## src/rtl/arb_pkg.sv

```systemverilog
// arb_pkg: shared definitions for the memory bus arbiter.
//   - arbState_t : arbiter FSM state encoding
//   - ERR_WORD   : read data returned on a timed-out transaction
//   - *_DEF      : default widths / limits used by the top-level parameters
//   - satInc     : saturating increment used by the data run counter
package arb_pkg;

  typedef enum logic [1:0] {
    IDLE    = 2'd0,
    GRANT_I = 2'd1,
    GRANT_D = 2'd2
  } arbState_t;

  localparam logic [31:0] ERR_WORD = 32'hDEADBEEF;

  localparam int ADDR_W_DEF       = 32;
  localparam int DATA_W_DEF       = 32;
  localparam int MAX_DATA_RUN_DEF = 4;
  localparam int TIMEOUT_DEF      = 16;

  // Saturating increment of a small counter; limit is passed in at full int width.
  function automatic int satInc(input int cur, input int limit);
    return (cur >= limit) ? limit : cur + 1;
  endfunction

endpackage

```

## src/rtl/arb_timeout_cnt.sv

```systemverilog
// arb_timeout_cnt: clear/enable cycle counter with terminal-count flag.
//   clk, rst : clock, async active-high reset
//   clr      : synchronous clear (wins over en)
//   en       : count this cycle
//   tc       : high while the count equals LIMIT-1, i.e. during the
//              LIMIT-th enabled cycle after a clear. Holds there (saturates).
module arb_timeout_cnt #(
  parameter int LIMIT = 16
) (
  input  logic clk,
  input  logic rst,
  input  logic clr,
  input  logic en,
  output logic tc
);

  localparam int CW = (LIMIT < 2) ? 1 : $clog2(LIMIT);

  logic [CW-1:0] cnt;

  assign tc = (cnt == CW'(LIMIT - 1));

  always_ff @(posedge clk or posedge rst) begin
    if (rst)            cnt <= '0;
    else if (clr)       cnt <= '0;
    else if (en && !tc) cnt <= cnt + 1'b1;
  end

endmodule

```

## src/rtl/mem_bus_arbiter.sv

```systemverilog
// mem_bus_arbiter: shares one single-ported memory bus between the
// instruction-fetch port and the MEM-stage data port.
//
// Ports
//   clk, rst                    clock, async active-high reset
//   inst_req/inst_addr          fetch request (held until inst_ready)
//   inst_rdata/inst_ready       fetched word + 1-cycle completion pulse
//   inst_stall                  inst_req & ~inst_ready
//   data_req/we/addr/wdata      load/store request (held until data_ready)
//   data_rdata/data_ready       load data + 1-cycle completion pulse
//   data_stall                  data_req & ~data_ready
//   bus_req/we/addr/wdata       registered bus transaction, stable until ack
//   bus_rdata/bus_ack           bus response
//   bus_err                     timeout abort pulse
//
// Data port has priority, but after MAX_DATA_RUN consecutive data grants
// with a fetch waiting, the fetch is granted next.
//
// Optional build macro ARB_TIMEOUT_EN: aborts a grant after TIMEOUT cycles
// without bus_ack, pulsing bus_err and returning ERR_WORD. Without it the
// arbiter waits indefinitely and bus_err is tied low.
module mem_bus_arbiter
  import arb_pkg::*;
#(
  parameter int ADDR_W       = ADDR_W_DEF,
  parameter int DATA_W       = DATA_W_DEF,
  parameter int MAX_DATA_RUN = MAX_DATA_RUN_DEF,
  parameter int TIMEOUT      = TIMEOUT_DEF
) (
  input  logic              clk,
  input  logic              rst,
  // instruction fetch port
  input  logic              inst_req,
  input  logic [ADDR_W-1:0] inst_addr,
  output logic [DATA_W-1:0] inst_rdata,
  output logic              inst_ready,
  output logic              inst_stall,
  // data port
  input  logic              data_req,
  input  logic              data_we,
  input  logic [ADDR_W-1:0] data_addr,
  input  logic [DATA_W-1:0] data_wdata,
  output logic [DATA_W-1:0] data_rdata,
  output logic              data_ready,
  output logic              data_stall,
  // memory bus
  output logic              bus_req,
  output logic              bus_we,
  output logic [ADDR_W-1:0] bus_addr,
  output logic [DATA_W-1:0] bus_wdata,
  input  logic [DATA_W-1:0] bus_rdata,
  input  logic              bus_ack,
  output logic              bus_err
);

  localparam int RUN_W = $clog2(MAX_DATA_RUN + 1);

  if (MAX_DATA_RUN < 1 || TIMEOUT < 2) begin : gBadCfg
    $error("mem_bus_arbiter: MAX_DATA_RUN must be >= 1 and TIMEOUT >= 2");
  end

  arbState_t         state, nextState;
  logic [RUN_W-1:0]  runCnt;
  logic              grantI, grantD;
  logic              inGrant;
  logic              timeoutHit;
  logic              done;
  logic              runFull;
  logic [DATA_W-1:0] rdataSel;

  assign inGrant = (state == GRANT_I) || (state == GRANT_D);
  assign runFull = (runCnt == RUN_W'(MAX_DATA_RUN));

  // A grant finishes on bus_ack, or on timeout when that feature is built in.
  assign done = inGrant && (bus_ack || timeoutHit);

`ifdef ARB_TIMEOUT_EN
  logic toTc;

  arb_timeout_cnt #(.LIMIT(TIMEOUT)) uTimeout (
    .clk (clk),
    .rst (rst),
    .clr (grantI || grantD),
    .en  (inGrant),
    .tc  (toTc)
  );

  assign timeoutHit = inGrant && toTc;
  // A same-cycle ack beats the timeout: real data, no error.
  assign bus_err    = timeoutHit && !bus_ack;
  assign rdataSel   = bus_ack ? bus_rdata : DATA_W'(ERR_WORD);
`else
  assign timeoutHit = 1'b0;
  assign bus_err    = 1'b0;
  assign rdataSel   = bus_rdata;
`endif

  // Ready goes only to the port that owns the bus; rdata is meaningful only with ready.
  assign inst_ready = (state == GRANT_I) && done;
  assign data_ready = (state == GRANT_D) && done;
  assign inst_rdata = rdataSel;
  assign data_rdata = rdataSel;
  assign inst_stall = inst_req && !inst_ready;
  assign data_stall = data_req && !data_ready;

  // Next-state / grant decode
  always_comb begin
    nextState = state;
    grantI    = 1'b0;
    grantD    = 1'b0;
    case (state)
      IDLE: begin
        if (data_req && !(inst_req && runFull)) begin
          grantD    = 1'b1;
          nextState = GRANT_D;
        end else if (inst_req) begin
          grantI    = 1'b1;
          nextState = GRANT_I;
        end
      end
      GRANT_I, GRANT_D: begin
        if (done) nextState = IDLE;
      end
      default: nextState = IDLE;
    endcase
  end

  always_ff @(posedge clk or posedge rst) begin
    if (rst) state <= IDLE;
    else     state <= nextState;
  end

  // Bus outputs are captured at the grant edge and then ignore the requester
  // until completion, so a requester changing its inputs mid-flight is harmless.
  always_ff @(posedge clk or posedge rst) begin
    if (rst) begin
      bus_req   <= 1'b0;
      bus_we    <= 1'b0;
      bus_addr  <= '0;
      bus_wdata <= '0;
    end else if (grantD) begin
      bus_req   <= 1'b1;
      bus_we    <= data_we;
      bus_addr  <= data_addr;
      bus_wdata <= data_wdata;
    end else if (grantI) begin
      bus_req   <= 1'b1;
      bus_we    <= 1'b0;
      bus_addr  <= inst_addr;
    end else if (done) begin
      bus_req   <= 1'b0;
    end
  end

  // Counts data grants made while a fetch is waiting; any fetch grant, or a
  // data grant with no fetch waiting, starts the run over.
  always_ff @(posedge clk or posedge rst) begin
    if (rst) begin
      runCnt <= '0;
    end else if (grantI) begin
      runCnt <= '0;
    end else if (grantD) begin
      if (inst_req) runCnt <= RUN_W'(satInc(int'(runCnt), MAX_DATA_RUN));
      else          runCnt <= '0;
    end
  end

endmodule

```

## config.mk

```make
export PLATFORM = sky130hd
export DESIGN_NAME = mem_bus_arbiter
export DESIGN_NICKNAME = d
export VERILOG_FILES = /design/src/rtl/arb_pkg.sv /design/src/rtl/arb_timeout_cnt.sv /design/src/rtl/mem_bus_arbiter.sv
export SDC_FILE = /design/constraint.sdc
export NUM_CORES = 1
export LEC_CHECK = 0
export ABC_AREA = 1
export CAP_MARGIN = 40
export CORE_MARGIN = 2
export CORE_UTILIZATION = 36
export CTS_CLUSTER_DIAMETER = 60
export DETAILED_ROUTE_END_ITERATION = 10
export PLACE_DENSITY = 0.81
export SETUP_SLACK_MARGIN = 0.3
export SYNTH_ARGS = -nofsm -noshare
export SYNTH_HDL_FRONTEND = slang
export SYNTH_HIERARCHICAL = 1
export SYNTH_SLANG_ARGS = --single-unit
```

## constraint.sdc

```tcl
create_clock -name clk -period 2.67 [get_ports clk]
set_input_delay 0.6675 -clock clk [delete_from_list [all_inputs] [get_ports clk]]
set_output_delay 0.6675 -clock clk [all_outputs]
set_load 0.05 [all_outputs]
```

## Word level (Yosys, flattened, before mapping)

Index checks and enable logic that the tools add are counted.

| word-level totals | value |
|---|---|
| logic and storage cells | 49 |
| bits in registers | 71 |
| bits of input ports | 134 |
| output and inout bits | 135 |

| cells by class | value |
|---|---|
| order comparisons | 1 |
| eq/ne operators | 5 |
| muxes and demuxes | 20 |
| reduce and logical (&&, ||, !) cells | 16 |
| $add $sub $neg | 1 |

Operators with widths:

| cell | count |
|---|---|
| $mux W32 | 2 |
| $mux W3 | 4 |
| $mux W1 | 10 |
| $logic_and A1 B1 Y1 | 7 |
| $mux W2 | 3 |
| $pmux W2 S2 | 1 |
| $add A3 B1 Y3 const B | 1 |
| $eq A3 B3 Y1 const B | 1 |
| $ge A3 B3 Y1 const B | 1 |
| $logic_not A1 Y1 | 3 |
| $ne A3 B3 Y1 const B | 1 |
| $reduce_bool A3 Y1 | 1 |
| $eq A2 B1 Y1 const B | 1 |
| $eq A2 B2 Y1 const B | 1 |
| $logic_not A2 Y1 | 1 |
| $ne A2 B2 Y1 const B | 1 |
| $reduce_and A2 Y1 | 1 |
| $reduce_bool A2 Y1 | 1 |
| $reduce_or A2 Y1 | 1 |
| $logic_or A1 B1 Y1 | 1 |

## Longest topological paths before layout

Gate-level depths: netlist (run 1).

| depth | value |
|---|---|
| word-level depth | 8 |
| gate-level depth with buffers | 9 |

## Worst setup path after synthesis (run 1)

Ideal clock, no wire load.

| timing path | value |
|---|---|
| path kind | in2out |
| from | in bus_ack |
| to | out inst_stall |
| data required time | 2.003 ns |
| path buffers | 0 |
| stages on the path | 3 |
| path slack | 0.365 ns |
| arrival | 1.638 ns |
| cells stage by stage | nand2_1 -> inv_1 -> nor2_1 |

| between the ends | value |
|---|---|
| cells in the longest elaborated chain, start to end | 4 |

Ends and longest elaborated chain:

| what | line | source |
|---|---|---|
| start: declaration | mem_bus_arbiter.sv:52 | `input logic bus_ack,` |
| $logic_and A1 B1 Y1 | mem_bus_arbiter.sv:75 | `assign done = inGrant && (bus_ack \|\| timeoutHit);` |
| $logic_and A1 B1 Y1 | mem_bus_arbiter.sv:99 | `assign inst_ready = (state == GRANT_I) && done;` |
| named net inst_ready | mem_bus_arbiter.sv:36 | `output logic inst_ready,` |
| $logic_not A1 Y1 | mem_bus_arbiter.sv:103 | `assign inst_stall = inst_req && !inst_ready;` |
| $logic_and A1 B1 Y1 | mem_bus_arbiter.sv:103 |  |
| end: declaration | mem_bus_arbiter.sv:37 | `output logic inst_stall,` |

The timed path passes the listed nets, and every way through them passes these cells.

## Final worst setup path (run 1)

| timing path | value |
|---|---|
| from | in bus_ack |
| to | out inst_stall |

| between the ends | value |
|---|---|
| cells in the longest elaborated chain, start to end | 4 |

Ends and longest elaborated chain:

| what | line |
|---|---|
| $logic_and A1 B1 Y1 | mem_bus_arbiter.sv:75 |
| $logic_and A1 B1 Y1 | mem_bus_arbiter.sv:99 |
| $logic_not A1 Y1 | mem_bus_arbiter.sv:103 |
| $logic_and A1 B1 Y1 | mem_bus_arbiter.sv:103 |

Every way passes these cells.

==> out/qor.csv, run 1 <==
stage;metric;value;unit
status;run status;complete, no violations;
worst_setup_path;Crit path depth;5;
cells_and_area;fraction of final layout cells sized beyond drive strength 1;0.0582;
floorplanning;Std-Cell Rows;38;
worst_setup_path;Crit path max-delay family;buffers and inverters;
worst_setup_path;Worst Setup EP;inst_stall;
worst_setup_path;CP Class;in -> out;
worst_setup_path;Reg-to-Reg End;bus_addr[11];
grt;initial antenna violation count;0;
sta;final count of negative-setup-slack endpoints;0;
sta;Final Hold Vio Count;0;
cells_and_area;P&R area growth vs syn;40.6;%
clocking;H-tree depth;3;
synthesis;mux cell area share after synthesis;0;
placement;IO Port Bufs;171;
run;Max Cap Violations;0;
routing;post-route ant nets;0;
routing;total wire length;10.7;mm
clocking;hold buffer count at CTS;0;
sta;setup ws final;369;ps
clocking;CTS Buffer Depth;2;
power_and_ir_drop;Clk pwr share;0.136;
sta;Slew @ Worst Pin;610;ps
worst_setup_path;CP Cell Sequence;clkdlybuf4s50_1, nand2_1, inv_1, nor2_1, buf_12;
worst_setup_path;CP Capture Type;output port;
routing;Vias;3528;
routing;Initial DRC Count;257;
synthesis;post-synth cell types;21;
min_path;min-delay worst type;reg -> reg;
cells_and_area;antenna fix cells;0;
worst_setup_path;RR Startpoint;state[0];
worst_setup_path;reg-to-reg slack, setup;980;ps
floorplanning;width of the die;110;um
sta;RSZ-0062 raised after global routing;false;
worst_setup_path;Worst Setup SP;bus_ack;
routing;WL/cell;13.8;um
placement;GPL Wtd Cong;0.768;
worst_setup_path;R2R cell count;6;
worst_setup_path;max incr delay on CP;460;ps
clocking;CTS tree;done;
clocking;Reg clk slew, reported paths;70;ps
synthesis;mapped cell area;4050;sq um
clocking;TritonCTS Sinks;71;
sta;Setup TNS Final;0;ps
grt;grt ovf;0;
floorplanning;die footprint;12100;sq um
floorplanning;Die Y;110;um
clocking;Post-CTS Setup Bufs;0;
synthesis;xor and xnor area share after synthesis;0;
cells_and_area;Final #Nets;770;
sta;period utilization;0.862;
placement;DP HPWL;7.86;mm
worst_setup_path;Critical Path Slowest Stage Cell;clkdlybuf4s50_1;
sta;Slew Limit Fails;0;
power_and_ir_drop;Leak;0.00291;uW
power_and_ir_drop;sw frac;0.506;
floorplanning;IO Pins;269;
synthesis;Synth Net Count;670;
worst_setup_path;crit path buf inv count;3;
clocking;number of CTS-inserted buffers;9;
grt;vias in the first global route;3590;
routing;drt drc;0;
sta;fmax;435;MHz
clocking;clock root cell;clkbuf_8;
synthesis;Ys Warns;6;
synthesis;post-synthesis compound-gate area fraction;0.0553;
synthesis;Adder-Cell Fraction of Synth Area;0.0155;
synthesis;largest family of logic cells by synthesized area;buffers and inverters;
sta;minimum clock period;2300;ps
synthesis;Yosys reg bits;71;
power_and_ir_drop;sw power;3680;uW
placement;Post-Place Setup Slack;348;ps
grt;GRT Total Usage;0.185;
sta;worst rel slew slack;0.593;
worst_setup_path;WP data arrival;1630;ps
routing;drt pass-1 iters;4;
power_and_ir_drop;PD cells;1270;nW/um^2
sta;Final Skew;13.5;ps
synthesis;post-synthesis sequential area ratio;0.439;
power_and_ir_drop;sequential share of power;0.262;
grt;global-route wire length before repair;17.3;mm
floorplanning;Initial Util;0.372;
worst_setup_path;Critical Path RT;2000;ps
routing;DR vias/cell;4.55;
worst_setup_path;Critical Path Fanout Max;3;
floorplanning;Core Region;10900;sq um
synthesis;Syn Inst Count;531;
power_and_ir_drop;maximum vdd ir drop;0.000635;V
cells_and_area;Fillers;993;
synthesis;simple logic cell fraction of the synthesized area;0.228;
power_and_ir_drop;Logic pwr share;0.602;
synthesis;Avg Cell Area, Syn;7.63;sq um
grt;largest net degree at the start of global routing;61;
clocking;Clock Latency Late Sink;350;ps
worst_setup_path;CP startpoint kind;input port;
power_and_ir_drop;Internal Power;3580;uW
==> power groups by stage <==
stage,logic [uW],registers [uW],clock network [uW]
3_3_place_gp,4310,1900,0
6_report,4370,1900,988
4_1_cts,4400,1900,1020
2_1_floorplan,1430,3590,0
5_1_grt,4670,1970,1060
3_5_place_dp,4390,1910,0
==> cells in the final DEF (no fill, tap or decap) <==
cell             netlist  routed
clkdlybuf4s50_1        0     167
nand2_1              138     137
inv_1                109     108
dfrtp_1               71      71
nand3_1               33      33
nand4_1               32      32
o21ai_0               25      24
o21ai_1               14      15
clkbuf_8               0      10
buf_4                 69       8
buf_12                 0       7
ha_1                   5       5
clkinvlp_4             0       3
o22ai_1                2       2
nor2_1                 2       2
bufinv_16              0       2
nand3_2                2       1
nand3_4                0       1
o21ai_4                1       1
inv_2                  1       1
nand3b_1               1       1
nor3_1                 1       1
nand2_2                0       1
conb_1                 1       1
inv_6                  0       1
clkinv_4               0       1
==> synth_stat cells <==
cell        n  share of area
buf_1       3         0.0028
buf_2       6         0.0074
buf_4      69           0.13
buf_6       4          0.011
clkbuf_1   11          0.010
conb_1      1        0.00093
dfrtp_1    71           0.44
ha_1        5          0.015
inv_1     109           0.10
inv_2       1        0.00093
nand2_1   138           0.13
nand3_1    33          0.041
nand3_2     2         0.0049
nand3b_1    1         0.0019
nand4_1    32          0.049
nor2_1      2         0.0019
nor3_1      1         0.0012
o21ai_0    25          0.031
o21ai_1    14          0.017
o21ai_4     1         0.0040
o22ai_1     2         0.0031
==> layout make-up <==
| cell class | count | area (sq um) | share of cell area |
|---|---|---|---|
| clock buffers | 10 | 138 | 0.0242 |
| repair buffers | 182 | 1870 | 0.329 |
| flip-flops and latches | 71 | 1780 | 0.312 |
| clock inverters | 6 | 92.6 | 0.0163 |
| well taps | 140 | 175 | 0.0308 |
| inverters | 110 | 417 | 0.0732 |
| multi-input cells | 257 | 1220 | 0.215 |
==> logic make-up (layout without fill, tap and decap cells) <==
family	count (synthesis)	count (layout)
buffers and inverters	203	308
adder cells (fa/ha/maj)	5	5
other	1	1
flip-flops	71	71
AO/OA/AOI/OAI	42	42
AND/OR/NAND/NOR	209	209
==> per-layer routing <==
metal / vias to the layer above / wire length (um) / global-route usage
met3: 23 / 666 / 0.0400
li1: 1745 / - / -
met2: 128 / 5470 / 0.315
met4: 0 / 179 / 0.0868
met1: 1632 / 4410 / 0.222
met5: - / 0 / 0
==> how the worst min path moves through the flow <==
stage,from,endpoint,slack (ps),depth (start not counted)
CTS,bus_addr[0],bus_addr[0],490,2
detailed placement,bus_addr[5],bus_addr[5],460,2
global placement,bus_addr[5],bus_addr[5],460,2
floorplan,state[1],state[1],480,2
finish,bus_addr[0],bus_addr[0],480,2
global route,bus_req,bus_req,510,2
==> what timing repair did <==
item / 4_1_cts / 5_1_grt
endpoints found under the setup margin: 0 / 1
hold endpoints to repair: 0 / 0
gates resized for setup: 0 / 2
==> stage by stage <==
stage               total power, uW  area [sq um]  hold slack, ps   util  instances
floorplan                      5020          4050             478      -        531
global placement               6210          5460             465  0.502        760
detailed placement             6300          5460             464  0.502        760
CTS                            7330          5690             486  0.523        776
global route                   7700          5690             511  0.523        776
finish                         7260          5690             481  0.523        776
==> worst register-to-register path, stage by stage, from the launching register on <==
cell	delay [ps]
dfrtp_1	400
inv_1	90
ha_1	310
buf_4	420
nand4_1	180
nand3_1	120
nand2_1	60
==> flip-flops by register name (all words and copies together), names as in the netlist <==
register,cells
state,2
bus_req,1
runCnt,3
bus_we,1
bus_addr,32
bus_wdata,32
No activity file was read; power rests on OpenSTA's default activity.
==> run 2: changes to the inputs <==
CORE_ASPECT_RATIO = 0.75   (was unset)
==> run 2 against run 1 <==
Against the previous run: register-to-register slack worse by 130 ps; combinational power is 0.9% lower; clock skew is 9.1 ps lower.
==> out/qor.csv, run 2 (synthesis gave the netlist of run 1 again) <==
stage;metric;value;unit;change
status;run status;complete, no violations;;
sta;RSZ-0062 raised after global routing;false;;
grt;GRT Total Usage;0.172;;-0.0127
sta;final count of negative-setup-slack endpoints;0;;unchanged
routing;post-route ant nets;0;;unchanged
worst_setup_path;Critical Path Slowest Stage Cell;clkdlybuf4s50_1;;
sta;fmax;440;MHz;+1.1%
cells_and_area;Final #Nets;768;;-0.26%
clocking;H-tree depth;3;;unchanged
worst_setup_path;CP Capture Type;output port;;
floorplanning;Core Region;10900;sq um;+0.49%
grt;grt ovf;0;;unchanged
cells_and_area;biggest registers after layout;bus_addr (32), bus_wdata (32), runCnt (3);;
worst_setup_path;Critical Path RT;2000;ps;about the same
worst_setup_path;Critical Path Fanout Max;3;;unchanged
floorplanning;IO Pins;269;;unchanged
floorplanning;Std-Cell Rows;33;;-13%
floorplanning;die footprint;12100;sq um;about the same
cells_and_area;Fillers;978;;-1.5%
routing;total wire length;10.4;mm;-3.4%
clocking;clock root cell;clkbuf_16;;
run;Max Cap Violations;0;;unchanged
clocking;Post-CTS Setup Bufs;0;;unchanged
worst_setup_path;CP Cell Sequence;clkdlybuf4s50_1, nand2_1, o21ai_1, inv_1, buf_12;;
sta;Slew Limit Fails;0;;unchanged
routing;Vias;3586;;+1.6%
sta;Final Skew;4.42;ps;-9.09 ps
placement;DP HPWL;7.48;mm;-4.9%
routing;drt pass-1 iters;4;;unchanged
grt;met2 global-route usage;0.255;;-0.0597
cells_and_area;most common cell after layout, fill and taps aside;clkdlybuf4s50_1;;
grt;largest net degree at the start of global routing;72;;+18%
power_and_ir_drop;PD cells;1300;nW/um^2;+1.6%
sta;period utilization;0.852;;-0.00950
clocking;Clock Latency Late Sink;330;ps;-20 ps
clocking;CTS Buffer Depth;2;;unchanged
cells_and_area;antenna fix cells;0;;unchanged
clocking;Reg clk slew, reported paths;60;ps;about the same
worst_setup_path;CP startpoint kind;input port;;
floorplanning;Initial Util;0.370;;-0.00183
worst_setup_path;reg-to-reg slack, setup;850;ps;-130 ps
cells_and_area;most frequent cells in the layout;clkdlybuf4s50_1 (166), nand2_1 (138), inv_1 (108);;
clocking;number of CTS-inserted buffers;9;;unchanged
worst_setup_path;crit path buf inv count;3;;unchanged
grt;vias in the first global route;3412;;-5.0%
placement;GPL Wtd Cong;0.733;;-4.6%
worst_setup_path;RR Startpoint;state[0];;
grt;global-route wire length before repair;16.6;mm;-4.0%
routing;Initial DRC Count;196;;-24%
power_and_ir_drop;maximum vdd ir drop;0.000653;V;+2.9%
grt;initial antenna violation count;0;;unchanged
cells_and_area;fraction of final layout cells sized beyond drive strength 1;0.0521;;-0.00613
clocking;CTS tree;done;;
worst_setup_path;WP data arrival;1610;ps;-20 ps
grt;met1 usage;0.224;;+0.00231
min_path;Hold Startpoint;bus_addr[22];;
sta;Hold Worst Slack;480;ps;-0.261 ps
routing;DR vias/cell;4.63;;+1.9%
sta;Final Hold Vio Count;0;;unchanged
routing;WL/cell;13.4;um;-3.2%
sta;worst rel slew slack;0.591;;-0.00214
sta;Setup TNS Final;0;ps;unchanged
worst_setup_path;Worst Setup SP;bus_ack;;
cells_and_area;P&R area growth vs syn;41.9;%;
grt;GR peak layer;met2;;
sta;Slew @ Worst Pin;613;ps;+3.21 ps
worst_setup_path;max incr delay on CP;490;ps;+30 ps
clocking;TritonCTS Sinks;71;;unchanged
floorplanning;width of the die;126;um;+15%
worst_setup_path;Crit path max-delay family;buffers and inverters;;
placement;IO Port Bufs;171;;unchanged
min_path;min-delay worst type;reg -> reg;;
worst_setup_path;CP Class;in -> out;;
power_and_ir_drop;Leak;0.00294;uW;+0.97%
floorplanning;Die Y;95.8;um;-13%
grt;global routing usage on met3;0.0723;;+0.0323
sta;minimum clock period;2280;ps;-25.4 ps
routing;drt drc;0;;unchanged
-- run 2: cell types whose count changed in the layout (fill, tap and decap cells not counted), moves of 2 or more --
cell	change
buf_4	-2
clkbuf_16	+9
clkbuf_8	-9
clkinv_2	+2
-- run 2: metal layers --
layer,routed length [um],vias up
met5,0,-
met1,4490,1634
met2,4630,191
met3,1080,14
met4,156,0
li1,-,1747
-- run 2: worst paths after layout --
path                            endpoint  depth (start not counted)
max                           data_stall                          5
min                         bus_addr[22]                          2
max reg2reg                     state[0]                          6
min reg2reg                 bus_addr[22]                          2
max in group asynchronous  bus_wdata[13]                          3
min in group asynchronous      runCnt[1]                          3
-- run 2: layout make-up --
class	instances	area [sq um]	area share
clock buffer	11	243	0.0423
clock inverter	5	56.3	0.00980
inverter	110	417	0.0725
multi-input combinational	257	1220	0.213
sequential	71	1780	0.309
tap	140	175	0.0305
timing repair buffer	180	1860	0.323
-- run 2: per-stage QoR --
| step | std cells | cell area, sq um | setup WS [ps] | total power [uW] | utilization |
|---|---|---|---|---|---|
| 2_1_floorplan | 531 | 4050 | 365 | 5020 | - |
| 3_3_place_gp | 758 | 5450 | 231 | 6200 | 0.498 |
| 3_5_place_dp | 758 | 5450 | 212 | 6280 | 0.498 |
| 4_1_cts | 774 | 5740 | 352 | 7520 | 0.525 |
| 5_1_grt | 774 | 5740 | 331 | 7880 | 0.525 |
| 6_report | 774 | 5740 | 395 | 7440 | 0.525 |
-- run 2: report_power, final --
part | switching (uW) | total, uW | internal, uW
clock | 451 | 1200 | 749
combinational | 2910 | 4330 | 1420
sequential | 308 | 1910 | 1600
-- run 2: what timing repair did --
item                       in CTS  in global routing
hold buffers                    0                  0
gates resized for setup         1                  1
setup endpoints to repair       1                  1
-- run 2: worst min-delay path: stages, from the launching register on --
cell	delay, ps
dfrtp_1	340
nand2_1	50
nand2_1	60
==> run 3: changes to the inputs <==
CORE_UTILIZATION = 33   (was 36)
PLACE_DENSITY = 0.78   (was 0.81)
clock period = 1.8 ns   (was 2.67 ns; I/O delays follow)
==> run 3 against run 2 <==
Against the previous run: the run now ends with negative setup slack left; sequential share of layout area down 5.9 points; flip-flop and latch count unchanged; clock skew is 1.4 ps higher; final area increased by 24%; routed wire length increased by 30%; clock power increased by 64%; largest cell class unchanged.
==> out/qor.csv, run 3 (synthesis gave the netlist of run 1 again) <==
stage;metric;value;unit;change
status;failing checks;negative setup slack;;
placement;IO Port Bufs;171;;unchanged
placement;Post-Place Setup Slack;-199;ps;-411 ps
floorplanning;Std-Cell Rows;35;;+6.1%
cells_and_area;P&R area growth vs syn;75.5;%;
sta;Final Hold Vio Count;0;;unchanged
grt;GRT Total Usage;0.179;;+0.00658
cells_and_area;antenna fix cells;0;;unchanged
cells_and_area;Post-Layout Cell Count;843;;+8.9%
sta;minimum clock period;1920;ps;
worst_setup_path;Critical Path Fanout Max;3;;unchanged
routing;post-route ant nets;0;;unchanged
cells_and_area;most common cell after layout, fill and taps aside;inv_1;;
cells_and_area;biggest registers after layout;bus_addr (32), bus_wdata (32), runCnt (3);;
sta;setup ws final;-121;ps;-516 ps
placement;DP HPWL;7.66;mm;+2.4%
power_and_ir_drop;Pwr Total;13600;uW;+82%
sta;Final Skew;5.79;ps;+1.37 ps
routing;Vias;3881;;+8.2%
floorplanning;IO Pins;269;;unchanged
clocking;number of CTS-inserted buffers;9;;unchanged
sta;period utilization;1.07;;
clocking;Clock Latency Late Sink;330;ps;about the same
sta;Setup TNS Final;-257;ps;-257 ps
sta;fmax;521;MHz;
routing;WL/cell;16.0;um;+19%
floorplanning;die footprint;13200;sq um;+8.7%
placement;GPL Wtd Cong;0.766;;+4.5%
floorplanning;Die Y;99.9;um;+4.3%
grt;initial antenna violation count;0;;unchanged
power_and_ir_drop;maximum vdd ir drop;0.000927;V;+42%
cells_and_area;fraction of final layout cells sized beyond drive strength 1;0.396;;+0.344
routing;total wire length;13.4;mm;+30%
placement;placed cells;793;;+4.6%
sta;RSZ-0062 raised after global routing;true;;
routing;drt pass-1 iters;4;;unchanged
cells_and_area;most frequent cells in the layout;inv_1 (101), clkdlybuf4s50_1 (99), buf_4 (80);;
status;run status;finished, violations left;;
clocking;H-tree depth;3;;unchanged
grt;vias in the first global route;3644;;+6.8%
grt;global-route wire length before repair;18.7;mm;+13%
cells_and_area;Multi-input gate area;1860;sq um;+53%
run;Max Cap Violations;0;;unchanged
placement;placed inst area;5480;sq um;+0.62%
power_and_ir_drop;Leak;0.00366;uW;+24%
grt;largest net degree at the start of global routing;72;;unchanged
power_and_ir_drop;PD cells;1910;nW/um^2;+47%
floorplanning;Core Region;12100;sq um;+11%
cells_and_area;Final Cell Area;7110;sq um;+24%
worst_setup_path;CP Class;reg -> out;;
worst_setup_path;CP startpoint kind;flip-flop;;
grt;grt ovf;0;;unchanged
worst_setup_path;Critical Path RT;1350;ps;-650 ps
cells_and_area;Seq. cell area;1780;sq um;unchanged
clocking;Reg clk slew, reported paths;60;ps;about the same
routing;Initial DRC Count;214;;+9.2%
floorplanning;Initial Util;0.334;;-0.0363
routing;drt drc;0;;unchanged
worst_setup_path;CP Capture Type;output port;;
clocking;TritonCTS Sinks;71;;unchanged
clocking;clock root cell;clkbuf_16;;
clocking;CTS Buffer Depth;2;;unchanged
clocking;CTS tree;done;;
cells_and_area;Final #Nets;811;;+5.6%
sta;Slew Limit Fails;0;;unchanged
sta;final count of negative-setup-slack endpoints;3;;+3
floorplanning;width of the die;132;um;+4.3%
worst_setup_path;WP data arrival;1470;ps;-140 ps
min_path;min-delay worst type;reg -> reg;;
cells_and_area;Fillers;1043;;+6.6%
routing;DR vias/cell;4.60;;-0.63%
==> run 3: cell types whose count changed in the layout (fill, tap and decap cells not counted), moves of 9 or more <==
cell	delta
nand2_4	+39
nand3_2	+32
nand2_1	-63
o21ai_2	+16
clkdlybuf4s50_1	-67
nand3_1	-32
buf_12	+12
nand2_2	+24
clkbuf_16	+9
buf_4	+74
o21ai_0	-18
==> run 3: stage by stage <==
stage          hold WS (ps)   util
2_1_floorplan           478      -
3_3_place_gp            464  0.452
3_5_place_dp            468  0.452
4_1_cts                 483  0.509
5_1_grt                 504  0.586
6_report                480  0.586
==> run 3: final cells by class <==
class	instances	share of cell area
clock buffer	10	0.0336
clock inverter	6	0.0130
inverter	110	0.0604
multi-input combinational	257	0.262
sequential	71	0.250
tap	166	0.0292
timing repair buffer	223	0.351
==> run 3: timing repair <==
| item | CTS | global route |
|---|---|---|
| resized for setup | 20 | 188 |
| pin swaps | 6 | 47 |
| endpoints found under the hold margin | 0 | 0 |
| cloned | 7 | 11 |
| endpoints found under the setup margin | 74 | 58 |
| setup buffers | 12 | 4 |
| hold buffers | 0 | 0 |
==> run 3: critical path: stages (launching register included) <==
cell and delay, ps:
dfrtp_1 370, inv_2 70, ha_4 280, nand2_4 70
o21ai_4 160, inv_4 50, buf_12 140
==> run 3: per-layer routing <==
metal / routed length (um) / vias up / global-route usage / share of wire
met5: 0 / - / 0 / 0
met1: 6030 / 1810 / 0.244 / 0.45
li1: - / 1849 / - / -
met3: 1230 / 21 / 0.0722 / 0.092
met4: 158 / 0 / 0.0518 / 0.012
met2: 6030 / 201 / 0.262 / 0.45
==> run 3: power breakdown <==
part	leakage [uW]	internal [uW]	switching, uW
clock network	0.000155	1260	711
registers	0.000871	2380	564
logic	0.00263	3380	5260
total	0.00366	7020	6530
==> run 3: worst paths after layout <==
check | start | end | slack, ps | depth (start not counted)
min in group asynchronous | rst | bus_wdata[23] | 590 | 3
max in group asynchronous | rst | runCnt[0] | 910 | 3
worst min-delay path | bus_addr[10] | bus_addr[10] | 480 | 2
worst max register to register | state[1] | bus_addr[24] | 230 | 9
worst max-delay path | state[0] | data_stall | -120 | 6
worst min register to register | bus_addr[10] | bus_addr[10] | 480 | 2
